**src/rtl/clk_div_monitor.sv**
```systemverilog
// rtl/clk_div_monitor.sv - divided-clock period/high-time monitor with ratio lock (option macro: CLK_DIV_MONITOR_DUTY_CHECK_EN)
module clk_div_monitor #(
    parameter int WIDTH      = 6,
    parameter int N          = 3,
    parameter int LOCK_COUNT = 4
) (
    input  logic             clk_i,
    input  logic             rst,
    input  logic             mon_i,
    output logic [WIDTH-1:0] period_o,
    output logic [WIDTH-1:0] high_o,
    output logic             valid_o,
    output logic             lock_o,
    output logic             err_o
);

    localparam int               LW         = $clog2(LOCK_COUNT + 1);
    localparam logic [WIDTH-1:0] CNT_MAX    = '1;
    localparam logic [WIDTH-1:0] ONE        = WIDTH'(1);
    localparam logic [WIDTH-1:0] EXP_PERIOD = WIDTH'(2 * N);
    localparam logic [LW-1:0]    LOCK_MAX   = LW'(LOCK_COUNT);

    typedef enum logic [1:0] {
        IDLE    = 2'd0,
        ARMED   = 2'd1,
        MEASURE = 2'd2
    } state_t;

    state_t           state;
    state_t           state_next;

    logic             p_s;
    logic             n_s;
    logic             last;
    logic [WIDTH-1:0] cnt;
    logic [WIDTH-1:0] cnt_next;
    logic [WIDTH-1:0] high_q;
    logic [WIDTH-1:0] high_q_next;
    logic [LW-1:0]    lock_cnt;
    logic [LW-1:0]    lock_cnt_next;

    logic             rise1;
    logic             fall1;
    logic             rise2;
    logic             fall2;
    logic             any_rise;
    logic [WIDTH-1:0] c1;
    logic [WIDTH-1:0] period_meas;
    logic [WIDTH-1:0] high_meas;
    logic             match;
    logic             timeout;

    logic [WIDTH-1:0] period_next;
    logic [WIDTH-1:0] high_out_next;
    logic             valid_next;
    logic             err_next;

    function automatic logic [WIDTH-1:0] sat_inc(input logic [WIDTH-1:0] c);
        return (c == CNT_MAX) ? c : c + ONE;
    endfunction

    // Negedge half of the double-edge sampler
    always_ff @(negedge clk_i or posedge rst) begin
        if (rst) begin
            n_s <= 1'b0;
        end else begin
            n_s <= mon_i;
        end
    end

    // Posedge sample, stream history, half-cycle counter and captured high time
    always_ff @(posedge clk_i or posedge rst) begin
        if (rst) begin
            p_s    <= 1'b0;
            last   <= 1'b0;
            cnt    <= '0;
            high_q <= '0;
        end else begin
            p_s    <= mon_i;
            last   <= n_s;
            cnt    <= cnt_next;
            high_q <= high_q_next;
        end
    end

    // Walk the pair (p_s then n_s) one sample at a time, after the previous pair's n_s
    always_comb begin
        rise1       = ~last & p_s;
        fall1       = last & ~p_s;
        rise2       = ~p_s & n_s;
        fall2       = p_s & ~n_s;
        any_rise    = rise1 | rise2;
        c1          = rise1 ? ONE : sat_inc(cnt);
        cnt_next    = rise2 ? ONE : sat_inc(c1);
        // Period ends just before whichever sample rose
        period_meas = rise1 ? cnt : c1;
        // A fall ahead of the rise in the same pair closes the period being reported;
        // a fall after the rise belongs to the next period
        high_meas   = (fall1 & rise2) ? cnt : high_q;
        if (fall2) begin
            high_q_next = c1;
        end else if (fall1) begin
            high_q_next = cnt;
        end else begin
            high_q_next = high_q;
        end
        timeout = ~any_rise & (cnt_next == CNT_MAX);
    end

`ifdef CLK_DIV_MONITOR_DUTY_CHECK_EN
    localparam logic [WIDTH-1:0] EXP_HIGH = WIDTH'(N);
    assign match = (period_meas == EXP_PERIOD) && (high_meas == EXP_HIGH);
`else
    assign match = (period_meas == EXP_PERIOD);
`endif

    // FSM state register
    always_ff @(posedge clk_i or posedge rst) begin
        if (rst) begin
            state <= IDLE;
        end else begin
            state <= state_next;
        end
    end

    // Next state, lock counting and next output values
    always_comb begin
        state_next    = state;
        valid_next    = 1'b0;
        err_next      = 1'b0;
        lock_cnt_next = lock_cnt;
        period_next   = period_o;
        high_out_next = high_o;
        case (state)
            IDLE: begin
                if (any_rise) begin
                    state_next = ARMED;
                end
            end
            ARMED, MEASURE: begin
                if (timeout) begin
                    state_next    = IDLE;
                    err_next      = 1'b1;
                    lock_cnt_next = '0;
                end else if (any_rise) begin
                    state_next    = MEASURE;
                    valid_next    = 1'b1;
                    period_next   = period_meas;
                    high_out_next = high_meas;
                    if (match) begin
                        if (lock_cnt != LOCK_MAX) begin
                            lock_cnt_next = lock_cnt + LW'(1);
                        end
                    end else begin
                        lock_cnt_next = '0;
                        err_next      = 1'b1;
                    end
                end
            end
            default: begin
                state_next = IDLE;
            end
        endcase
    end

    // Registered outputs and lock counter
    always_ff @(posedge clk_i or posedge rst) begin
        if (rst) begin
            lock_cnt <= '0;
            period_o <= '0;
            high_o   <= '0;
            valid_o  <= 1'b0;
            lock_o   <= 1'b0;
            err_o    <= 1'b0;
        end else begin
            lock_cnt <= lock_cnt_next;
            period_o <= period_next;
            high_o   <= high_out_next;
            valid_o  <= valid_next;
            lock_o   <= (lock_cnt_next == LOCK_MAX);
            err_o    <= err_next;
        end
    end

endmodule

```
**config.mk**
```make
export PLATFORM = sky130hd
export DESIGN_NAME = clk_div_monitor
export DESIGN_NICKNAME = d
export VERILOG_FILES = /design/src/rtl/clk_div_monitor.sv
export SDC_FILE = /design/constraint.sdc
export NUM_CORES = 1
export LEC_CHECK = 0
export ABC_AREA = 1
export CAP_MARGIN = 20
export CORE_MARGIN = 8
export CORE_UTILIZATION = 45
export CTS_CLUSTER_DIAMETER = 200
export DETAILED_ROUTE_END_ITERATION = 6
export HOLD_SLACK_MARGIN = 0.12
export PLACE_DENSITY = 0.65
export SYNTH_ARGS = -nofsm -noshare
export SYNTH_HDL_FRONTEND = slang
export SYNTH_SLANG_ARGS = --single-unit
```
**constraint.sdc**
```tcl
create_clock -name clk_i -period 2.5 [get_ports clk_i]
set_input_delay 0.375 -clock clk_i [delete_from_list [all_inputs] [get_ports clk_i]]
set_output_delay 0.375 -clock clk_i [all_outputs]
set_load 0.01 [all_outputs]
```
# --- Yosys cells after proc, flatten, opt, wreduce, memory -nomap -nowiden ---
# Index checks and enable logic that the tools add are counted.
# Widths: inputs -> output; s select.
totals:
  reg_bits: 35
  latch_bits: 0
  ram_bits: 0
  rom_bits: 0
  input_bits: 3
  output_inout_bits: 15
  word_cells: 66
  mem_count: 0
op_classes:
  n_addsub: 3
  mul: 0
  n_div: 0
  magnitude_cmp: 0
  n_eq_ne: 10
  n_shift: 0
  muxes: 24
  bitwise_logic: 12
  n_reduce_logical: 5
op_table:
  columns: ["op", "count"]
  rows:
  - ["$mux 6", 8]
  - ["$eq 6x6->1 const B", 3]
  - ["$mux 3", 5]
  - ["$add 6x1->6 const B", 2]
  - ["$mux 1", 7]
  - ["$and 1x1->1", 6]
  - ["$eq 6x3->1 const B", 1]
  - ["$mux 2", 3]
  - ["$ne 3x3->1 const B", 2]
  - ["$not 1->1", 5]
  - ["$pmux 2 s2", 1]
  - ["$add 3x1->3 const B", 1]
  - ["$eq 3x3->1 const B", 1]
  - ["$reduce_and 3->1", 1]
  - ["$eq 2x1->1 const B", 1]
  - ["$eq 2x2->1 const B", 1]
  - ["$logic_not 2->1", 1]
  - ["$ne 2x2->1 const B", 1]
  - ["$reduce_and 2->1", 1]
  - ["$reduce_bool 2->1", 1]
  - ["$reduce_or 2->1", 1]
  - ["$or 1x1->1", 1]

# --- Depth between registers and ports, before layout ---
logic_depth:
  ltp_word: 11
  depth_mapped: 20
  mapped_depth_nobuf: 20

==> results by group <==
Status
  • Status: finished, violations left
  • Failing checks: setup timing

Floorplanning
  • Die ar.: about 0.0069 mm²
  • Initial core utilization: a little under half
  • Ports: 18
  • Core Area: around 0.0043 mm²
  • Die Span Y: around 83 µm
  • Chip Width: just over 80 µm
  • Row count: 24

Yosys
  • Post-Syn Area per Cell: slightly below 8 µm²
  • Post-synthesis xor/xnor area fraction: less than 1%
  • Combinational family with the most area after synthesis: simple AND/OR/NAND/NOR gates
  • Yosys warnings: 0
  • Most frequent cell after synthesis: nand2_1
  • Sequential area share after synthesis: between 40% and 50%
  • Post-synth top area cell: dfrtp_1
  • Post-Synth Adder-Cell Area: under 10%
  • Simple-gate share of the synthesized area: between 30% and 40%
  • Yosys cell types: 31
  • Post-synth EDFFs: 0
  • Total nets after synthesis: 262
  • Synth Register Bits: 35
  • Cells after synthesis: between 200 and 300
  • Compound-Gate Fraction of Synth Area: 11.32%
  • Top post-synthesis cells by area: dfrtp_1 42%, nand2_1 13%, inv_1 5.4%
  • Mux contribution to synthesized area: 0%
  • Top cell type's share of synthesized area: between 40 and 50%
  • Top cells by count, synth: 72 x nand2_1, 34 x dfrtp_1, 29 x inv_1
  • FFs w/ async S/R, synth: between 90% and 100%
  • Main synth FF type: dfrtp_1
  • Synthesized area: 0.002012 mm²

Global route
  • Largest net degree at the start of global routing: 35
  • Gr usage total: 14.58%
  • Total gr overflow: 0
  • Initial antenna violation count: 0
  • First-pass GRT wire length: between 8 and 9 mm
  • Number of global-route vias before repair: ~1,800

Timing
  • Slew HR: slightly above 70%
  • Final slew viol count: 0
  • Post-route setup slack: -0.2027 ns
  • Measured slew at the worst slew-check pin: between 0.4 and 0.5 ns
  • Post-Route Setup TNS: -2.399 ns
  • Worst Skew: between 0.008 and 0.009 ns
  • Setup-failing EPs final: 19
  • Final Hold Vio Count: 0
  • Unrepaired setup endpoints after global routing: true

Setup path
  • Slowest-stage cell, CP: dfrtn_1
  • Arrival time at the worst endpoint: a little under 3 ns
  • Crit path largest cell delay: 0.43 ns
  • Crit path top cell by count: nand2_2
  • RR Endpoint: lock_o
  • Worst reg2reg path depth: 11
  • Startpoint Class: register
  • WS Path Type: register to register
  • Crit-path cells: nand2_2 -> nand2_4 -> inv_4 -> nor2_2 -> and3_4 -> and2_4 -> nand2_2 -> o21ai_1 -> nand3_1 -> nand2_2 -> nor2_2
  • CP required: about 2.7 ns
  • R2R Setup Slk: -0.20 ns
  • CP Capture Type: register
  • Worst reg2reg path startpoint: n_s
  • Max FO, Critical Path: 3

Layout
  • Post-route cell area: roughly 0.0026 mm²
  • Nets: between 300 and 400
  • Antenna Cells: 0
  • Core Util, Final: 61.23%
  • Area occupied by multi-input gates: about 0.0010 mm²
  • Layout cell share with drive strength beyond 1: 30.46%
  • Area Overhead vs Synth: 31.59%
  • Fill count: 395
  • Seq. cell area: about 880 µm²

Route
  • Final antenna-violating net count: 0
  • Via-per-instance ratio: between 5 and 6
  • DRT Pass-1 Iters: 5
  • Number of DRC markers in iteration 0: about 140
  • Wire per inst: ~14 µm
  • WL final: between 4 and 5 mm
  • Routed vias: around 1,800
  • Drc violations: 0

Power
  • Switching Share: roughly two fifths
  • P_leak: 0.001361 µW
  • Power share of the sequential group: a little under a third
  • Power per cell area: just under 1000 mW/mm²
  • Clock power frac: approximately a fifth
  • Sw Pwr: approximately 1000 µW
  • Comb pwr share: about half
  • Peak VDD IR: ~0.00034 V
  • Total power draw: approximately 2600 µW
  • Internal power: 1561 µW

Min path
  • Hold path depth: 2
  • Hold EP: state[0]
  • Hold_sp: state[0]
  • Worst Hold Class: register to register

Placement
  • Post-DP Area: around 0.0024 mm²
  • Dpl hpwl: 3.461 mm
  • Placement Setup Slack: -0.2330 ns
  • I/O Buffers: 17
  • Final GP Congestion: around 0.86

CTS
  • TritonCTS Buffers: 5
  • CTS root buffer: clkbuf_8
  • CTS tree: yes
  • Clock transition at path regs: about 0.080 ns
  • H-tree lvl count: 2
  • Hold_buf cts: 0
  • Max clock buf depth: 2
  • Clock sink count: 35
  • Latest clock arrival within the worst-skew pair: ~0.30 ns

Job
  • Max Cap Viol: 0
==> cells in the final DEF, fill, tap and decap left out, types with 2 or more instances in the layout <==
cell type and count:
a21oi_1 7, a21oi_2 6, buf_4 21, buf_6 4, clkbuf_8 5, clkdlybuf4s50_1 17
dfrtp_1 34, ha_1 5, inv_1 28, inv_2 4, inv_4 3, nand2_1 61
nand2_2 19, nand2_4 3, nand3_1 19, nand3_2 4, nand4_1 2, nor2_1 8
nor2_2 9, nor2_4 2, nor2_8 2, o21ai_0 9, o21ai_1 10, o221ai_1 5
==> kinds of logic after synthesis <==
| logic type | Yosys count |
|---|---|
| and+or+nand+nor | 132 |
| AOI/OAI and AO/OA | 40 |
| buffers and inverters | 40 |
| DFF | 35 |
| adders and majority gates | 5 |
| xor gates and xnor gates | 2 |
==> layout make-up <==
cell class	count	area share, %
clock inverter	3	1.654
timing repair buffer	43	14.84
tap	52	2.457
inverter	34	5.104
clock buffer	5	2.599
timing repair inverter	3	0.7561
multi-input combinational	179	39.51
sequential	35	33.08
==> per-stage QoR <==
step / instances / hold slack [ns]
2_1_floorplan: 254 / 0.4064
3_3_place_gp: 338 / 0.4618
3_5_place_dp: 338 / 0.4622
4_1_cts: 354 / 0.4809
5_1_grt: 354 / 0.5093
6_report: 354 / 0.4778
==> per-layer routing <==
layer | global-route usage, % | vias up | wire, µm
li1 | - | 910 | -
met1 | 18.37 | 847 | 2312
met3 | 3.516 | 7 | 225
met4 | 5.911 | 0 | 67
met2 | 23.27 | 48 | 2235
met5 | 0 | - | 0
==> flip-flops by register name, indices dropped and copies added (netlist names) <==
register / flops
cnt: 6
err_o: 1
high_o: 6
high_q: 6
last: 1
lock_cnt: 3
lock_o: 1
n_s: 1
p_s: 1
period_o: 6
state: 2
valid_o: 1
==> how the worst max path moves through the flow <==
| stage | from | to | slack (ns) | cells past startpoint |
|---|---|---|---|---|
| finish | n_s | lock_o | -0.20 | 11 |
| global placement | n_s | lock_o | -0.17 | 11 |
| CTS | n_s | lock_o | -0.23 | 11 |
| global route | n_s | lock_o | -0.32 | 11 |
| floorplan | n_s | lock_o | -0.21 | 11 |
| detailed placement | n_s | lock_o | -0.23 | 11 |
==> power groups by stage <==
stage | sequential, µW | combinational, µW | clock, µW
2_1_floorplan | 868 | 701 | 0
3_3_place_gp | 820 | 1140 | 0
3_5_place_dp | 824 | 1140 | 0
4_1_cts | 817 | 1240 | 530
5_1_grt | 841 | 1390 | 552
6_report | 817 | 1250 | 521
==> what timing repair did <==
item | CTS | global route
cloned | 3 | 0
pin swaps | 13 | 7
buffers inserted | 5 | 1
setup endpoints to repair | 19 | 25
gates resized for setup | 13 | 11
==> worst max-delay path, delay by kind of cell (launching register included) <==
family,cells,cell delay (ns)
compound gates,1,0.06
buf+inv,1,0.03
flops,1,0.43
simple gates,9,0.82
(Power assumes the default switching activity.)
